### src/rtl/mesm6_acc_ctl.sv
// Accumulator (A) / Y register stage that sequences mesm6_alu requests, including the two-uop ACX.
// Optional zero flag on final writeback / direct load is enabled by defining MESM6_ACC_OMEGA_EN.
module mesm6_acc_ctl #(
    parameter logic [47:0]             ACC_INIT             = 48'h0,
    parameter int                      ALU_OP_WIDTH         = 4,
    parameter logic [ALU_OP_WIDTH-1:0] ALU_NOP              = 'd0,
    parameter logic [ALU_OP_WIDTH-1:0] ALU_COUNT            = 'd5,
    parameter logic [ALU_OP_WIDTH-1:0] ALU_ADD_CARRY_AROUND = 'd6
) (
    input  logic                    clk,
    input  logic                    reset,
    input  logic                    req_valid,
    output logic                    req_ready,
    input  logic [ALU_OP_WIDTH-1:0] req_op,
    input  logic [47:0]             req_operand,
    input  logic                    req_acx,
    input  logic                    load_valid,
    input  logic [47:0]             load_data,
    output logic [47:0]             acc,
    output logic [47:0]             yreg,
    output logic                    resp_valid,
    output logic                    omega,
    output logic [47:0]             alu_a,
    output logic [47:0]             alu_b,
    output logic [ALU_OP_WIDTH-1:0] alu_op,
    input  logic [47:0]             alu_result,
    input  logic [47:0]             alu_y,
    input  logic                    alu_done
);

    typedef enum logic [1:0] {S_IDLE, S_WAIT, S_DRAIN} state_t;

    state_t                  r_state;
    state_t                  w_state_next;
    logic [47:0]             r_acc;
    logic [47:0]             r_y;
    logic [47:0]             r_alu_a;
    logic [47:0]             r_alu_b;
    logic [ALU_OP_WIDTH-1:0] r_alu_op;
    logic                    r_acx_pend;
    logic                    r_resp_valid;
    logic                    w_load;
    logic                    w_accept;
    logic                    w_final_wb;

    // State register
    always_ff @(posedge clk) begin
        if (reset) begin
            r_state <= S_IDLE;
        end else begin
            r_state <= w_state_next;
        end
    end

    // Next-state logic; alu_done is deliberately not looked at in DRAIN
    always_comb begin
        w_state_next = r_state;
        case (r_state)
            S_IDLE:  if (w_accept) w_state_next = S_WAIT;
            S_WAIT:  if (alu_done) w_state_next = S_DRAIN;
            S_DRAIN: w_state_next = r_acx_pend ? S_WAIT : S_IDLE;
            default: w_state_next = S_IDLE;
        endcase
    end

    // Output / handshake logic
    always_comb begin
        req_ready  = (r_state == S_IDLE) && !load_valid && !reset;
        w_load     = (r_state == S_IDLE) && load_valid;
        w_accept   = req_valid && req_ready;
        w_final_wb = (r_state == S_WAIT) && alu_done && !r_acx_pend;
    end

    always_ff @(posedge clk) begin
        if (reset) begin
            r_acc        <= ACC_INIT;
            r_y          <= ACC_INIT;
            r_alu_a      <= 48'h0;
            r_alu_b      <= 48'h0;
            r_alu_op     <= ALU_NOP;
            r_acx_pend   <= 1'b0;
            r_resp_valid <= 1'b0;
        end else begin
            r_resp_valid <= 1'b0;
            case (r_state)
                S_IDLE: begin
                    if (w_load) begin
                        r_acc <= load_data;
                    end else if (w_accept) begin
                        r_alu_a    <= r_acc;
                        r_alu_b    <= req_operand;
                        r_alu_op   <= req_acx ? ALU_COUNT : req_op;
                        r_acx_pend <= req_acx;
                    end
                end
                S_WAIT: begin
                    if (alu_done) begin
                        r_alu_op <= ALU_NOP;
                        if (r_acx_pend) begin
                            // popcount becomes the first operand of the carry-around add
                            r_alu_a <= alu_result;
                        end else begin
                            r_acc        <= alu_result;
                            r_y          <= alu_y;
                            r_resp_valid <= 1'b1;
                        end
                    end
                end
                S_DRAIN: begin
                    if (r_acx_pend) begin
                        r_alu_op   <= ALU_ADD_CARRY_AROUND;
                        r_acx_pend <= 1'b0;
                    end
                end
                default: ;
            endcase
        end
    end

`ifdef MESM6_ACC_OMEGA_EN
    logic r_omega;

    always_ff @(posedge clk) begin
        if (reset) begin
            r_omega <= 1'b0;
        end else if (w_load) begin
            r_omega <= (load_data == 48'h0);
        end else if (w_final_wb) begin
            r_omega <= (alu_result == 48'h0);
        end
    end

    assign omega = r_omega;
`else
    assign omega = 1'b0;
`endif

    assign acc        = r_acc;
    assign yreg       = r_y;
    assign resp_valid = r_resp_valid;
    assign alu_a      = r_alu_a;
    assign alu_b      = r_alu_b;
    assign alu_op     = r_alu_op;

endmodule

### config.mk
export PLATFORM = sky130hd
export DESIGN_NAME = mesm6_acc_ctl
export DESIGN_NICKNAME = d
export VERILOG_FILES = /design/src/rtl/mesm6_acc_ctl.sv
export SDC_FILE = /design/constraint.sdc
export NUM_CORES = 1
export LEC_CHECK = 0
export ABC_AREA = 0
export BUFFER_PORTS_ARGS = -buffer_cell sky130_fd_sc_hd__buf_2
export CORE_ASPECT_RATIO = 0.6
export CORE_MARGIN = 2
export CORE_UTILIZATION = 41
export DETAILED_ROUTE_END_ITERATION = 7
export PLACE_DENSITY = 0.76
export SYNTH_ARGS = -nofsm -noshare
export SYNTH_HDL_FRONTEND = slang
export SYNTH_SLANG_ARGS = --single-unit
### constraint.sdc
create_clock -name clk -period 2 [get_ports clk]
set_input_delay 0.3 -clock clk [delete_from_list [all_inputs] [get_ports clk]]
set_output_delay 0.3 -clock clk [all_outputs]
set_load 0.01 [all_outputs]
# Word-level counts from Yosys, hierarchy flattened
# Index checks and enable logic that the tools add are counted.
# word_totals
ff_bits	200
in_bits	202
out_inout_bits	199
word_cells	62
# classes
n_eq_ne	9
n_reduce_logical	18
muxes	23
n_bitwise	4
# ops
cell	count
48-bit two-way mux	7
48-bit one-hot mux with 2 select lines	2
4-bit two-way mux	5
2-bit != test, second input constant	7
4-bit one-hot mux with 3 select lines	1
5-bit AND reduction	2
3-bit AND reduction	3
2-bit one-hot mux with 3 select lines	1
1-bit logical AND	4
1-bit two-way mux	4
2-bit two-way mux	2
1-bit inverter	4
4-bit AND reduction	1
2-bit nonzero test	2
3-bit nonzero test	1
3-bit OR reduction	1
2-bit by 1-bit == test with 1-bit output, second input constant	1
2-bit == test, second input constant	1
1-bit logical NOT	2
2-bit logical NOT	1
1-bit one-hot mux with 2 select lines	1
2-bit AND reduction	1

# Longest topological paths before layout
# logic_depth
ltp_word	7
depth_mapped	9
depth_no_buf	6

# Worst setup path before layout
# OpenSTA, ideal clock, no wires.
# synth_timing
path_type	register to register
from	reg r_state[1]
to	reg r_acc[10], in the netlist acc[10]
required_ns	1.862
arrival_ns	1.836
path_stages_with_launch	9
setup_slack_ns	0.026
setup_ns	0.138
path_cell_list	dfxtp_1 > inv_1 > ha_1 > buf_4 > nand2b_1 > a21boi_1 > buf_2 > buf_1 > a211oi_1
# synth_between
elab_chain_len	4
elab_cells_between_ends	9
classes_between	eq/ne (4); mux (1); reduce/logical (4)
# synth_rtl
element	line_no	source
from (decl)	33	state_t r_state;
from (signal assigned)	51	r_state <= w_state_next;
2-bit logical NOT	69, 85	
1-bit logical AND	69	w_load = (r_state == S_IDLE) && load_valid;
2-bit != test (no source line)	--	
4-bit AND reduction (no source line)	--	
to (signal assigned)	88	r_acc <= load_data;
to (signal assigned)	103	r_acc <= alu_result;
to (decl)	35	logic [47:0] r_acc;
# Parallel ways exist; a longest one is shown, timed or not.
# A chain may end at the register's enable or synchronous reset.

# Worst setup path after layout
# layout_timing
from	reg r_state[1]
to	reg r_alu_a[10], in the netlist alu_a[10]
# layout_between
elab_chain_len	6
elab_cells_between_ends	13
classes_between	eq/ne (5); mux (1); reduce/logical (7)
# layout_rtl
element	line_no	source
2-bit logical NOT	68, 69, 85	
1-bit logical AND (2 in a row)	68	req_ready = (r_state == S_IDLE) && !load_valid && !reset;
1-bit logical AND	70	w_accept = req_valid && req_ready;
2-bit != test (no source line)	--	
5-bit AND reduction (no source line)	--	
to (signal assigned)	90	r_alu_a <= r_acc;
to (signal assigned)	101	r_alu_a <= alu_result;
to (decl)	37	logic [47:0] r_alu_a;
# Parallel ways exist; a longest one is shown, timed or not.

==> impl_metrics.json <==
{
  "core.rowCount": 39,
  "start_util_pct": 42.10,
  "synthCells": 903,
  "fin_nets": 1470,
  "routed_via_density": 4.839,
  "seq_area_frac_synth_pct": 49.72,
  "fin_skew_ns": 0.02165,
  "rsz0062_at_grt": "false",
  "htreeDepth": 4,
  "final_cells": 1542,
  "clk_latency_ns": 0.42,
  "r2r_cells": 8,
  "dp.cells": 1506,
  "cts_buffers": 17,
  "path_depth": 8,
  "cts_root_buf": "clkbuf_16",
  "cts.sinks": 200,
  "first_global_vias": 7082,
  "p_leak_nw": 4.853,
  "wire_per_inst_um": 15.56,
  "synth.cell_area_mm2": 0.008053,
  "vdd_drop_max_mv": 0.7516,
  "grt_overflow": 0,
  "clock_path_buffers": 2,
  "cts_hold_buffers": 0,
  "synth_seq_cells": 200,
  "slowest_delay_ns": 0.37,
  "drt.antenna.violating_nets": 0,
  "core_area_mm2": 0.01913,
  "critical-path-top-delay-family": "buffers and inverters",
  "gp_congestion": 0.7899,
  "grt_pass1_wl_um": 35970,
  "met2WireLength_um": 11450,
  "worstPathCellList": "inv_1 -> ha_4 -> nand2b_1 -> a22oi_2 -> buf_4 -> buf_6 -> nor2_1 -> a211oi_1",
  "cp.arrival_ns": 2.22,
  "drt_first_pass_iters": 4,
  "holdPathStages": 3,
  "synth_edf_count": 0,
  "slowest_stage": "dfxtp_2",
  "hpwl_um": 16780,
  "ys.flop_type": "dfxtp_1",
  "fin_crit_sh_pct": 94.65,
  "yosys_warnings": 0,
  "dr_wl_met3_um": 2035,
  "maxCapViolCount": 0,
  "end_kind": "flop",
  "antenna_found_initial": 1,
  "hp-class": "in2reg",
  "report.final.slew_viol_count": 0,
  "die_area_mm2": 0.02081,
  "path_class": "reg2reg",
  "maxUsedRoutingLayer": "met4",
  "powerDensity_mw_per_mm2": 1556,
  "cts_tree": "yes",
  "ys_async_sr_fraction_pct": 0,
  "grt_use_total_pct": 21.70,
  "ios": 401,
  "avgSynthCellArea_um2": 8.918,
  "dr_total_vias": 7462,
  "die_y_um": 112.6,
  "die_w_um": 184.9,
  "critPathRequiredTime_ns": 2.33,
  "max_slew_margin_pct": 40.59,
  "fin_crit_ns": 1.893,
  "hold_viol": 0,
  "finalSetupViolCount": 0,
  "syn-num-nets": 1111,
  "post-route-drc-count": 0,
  "routed_wl_um": 23990,
  "area.growth.synth_to_final_pct": 36.09,
  "port_buffers": 399,
  "critPathMaxFanout": 24,
  "grt_max_degree": 202,
  "layout-drive-gt1-share_pct": 35.84,
  "fmax_ghz": 0.5282,
  "clkTransAtPathRegs_ns": 0.09,
  "status": "complete, no violations",
  "yosysUniqueCellTypes": 28,
  "cp.buffers_inverters": 3,
  "postLayoutCoreUtil_pct": 57.29,
  "startpoint_type": "flop",
  "drt-met1-wl_um": 10180,
  "initialDrtViolationCount": 428,
  "worstMarginPinSlew_ns": 0.8911
}
per-stage QoR:
| stage | setup TNS [ns] | instance area (um2) | total power, mW | hold WS [ns] | setup WS [ns] |
|---|---|---|---|---|---|
| after floorplan | 0 | 8053 | 10.74 | 0.4086 | 0.02636 |
| after global placement | 0 | 10330 | 13.36 | 0.4391 | 0.06144 |
| after detailed placement | -0.05838 | 10330 | 13.57 | 0.4431 | -0.03354 |
| after CTS | 0 | 10910 | 17.00 | 0.04569 | 0.006115 |
| after global routing | 0 | 10960 | 18.25 | 0.05087 | 0.009880 |
| final | 0 | 10960 | 17.05 | 0.06421 | 0.1069 |
synth_stat cells, types with 2 or more instances:
| master | count | share of area, % |
|---|---|---|
| dfxtp_1 | 200 | 50 |
| nand2_1 | 146 | 6.8 |
| nor2_1 | 111 | 5.2 |
| mux2i_1 | 101 | 13 |
| a211oi_1 | 96 | 8.9 |
| a21oi_1 | 51 | 3.2 |
| nand2b_1 | 50 | 3.9 |
| clkbuf_1 | 44 | 2.1 |
| o21ai_0 | 43 | 2.7 |
| buf_2 | 20 | 1.2 |
| buf_1 | 9 | 0.42 |
| ha_1 | 6 | 0.93 |
| o21ai_1 | 6 | 0.37 |
| buf_4 | 3 | 0.28 |
| inv_1 | 2 | 0.093 |
| nor2b_1 | 2 | 0.16 |
| nor3b_1 | 2 | 0.19 |
where the power goes:
part	internal [mW]	switching (mW)	total (mW)
registers	5.30	0.777	6.08
clock network	1.69	1.72	3.41
logic	3.28	4.29	7.57
sequential cells by signal (all words and copies together), names as in the netlist:
name        count
resp_valid      1
alu_b          48
alu_op          4
acc            48
r_acx_pend      1
alu_a          48
yreg           48
r_state         2
path summary, 6_finish.rpt:
kind,startpoint,slack [ns],endpoint
min reg2reg,yreg[25],0.45,yreg[25]
max,r_state[1],0.11,alu_a[10]
min,req_operand[19],0.06,alu_b[19]
max reg2reg,r_state[1],0.11,alu_a[10]
cell families after synthesis:
group           count (synthesis)  share of synthesized area [%]
fa+ha+maj                       6                         0.9322
simple gates                  316                          16.70
other cells                     1                        0.04657
flops                         200                          49.72
compound gates                201                          15.96
buf+inv                        78                          4.086
mux                           101                          12.55
repair_timing:
item                       4_1_cts  5_1_grt
resized for setup                0        6
setup endpoints to repair        0       89
buffers inserted                 0        1
area by class of cell:
type / instances / area (um2)
Timing Repair Buffer: 416 / 2272
Multi-Input combinational cell: 625 / 3759
Fill cell: 1764 / 8169
Sequential cell: 200 / 4006
Inverter: 2 / 7.507
Clock buffer: 18 / 429.2
Tap cell: 266 / 332.8
Antenna cell: 1 / 2.502
Clock inverter: 14 / 150.1
worst reg2reg max path, cell delays in order, from the launching register on:
cell and delay (ns):
dfxtp_2 0.37, inv_1 0.10, ha_4 0.21, nand2b_1 0.21, a22oi_2 0.20, buf_4 0.18
buf_6 0.25, nor2_1 0.08, a211oi_1 0.21
per-layer routing:
layer | vias to the layer above | track usage, %
met5 | - | 0
met4 | 0 | 5.079
met3 | 24 | 8.404
met2 | 226 | 36.63
met1 | 3406 | 26.13
li1 | 3806 | -
layout by cell type (no fill, tap or decap), types with 5 or more instances in the layout:
master	n
dfxtp_1	198
mux2i_1	101
o21ai_0	43
o21ai_1	6
clkbuf_16	18
buf_2	398
inv_8	6
nand2b_1	50
a211oi_1	96
nor2_1	110
buf_4	5
nand2_1	146
a21oi_1	51
buf_12	9
Note: power is estimated with default switching activity, not from simulation.
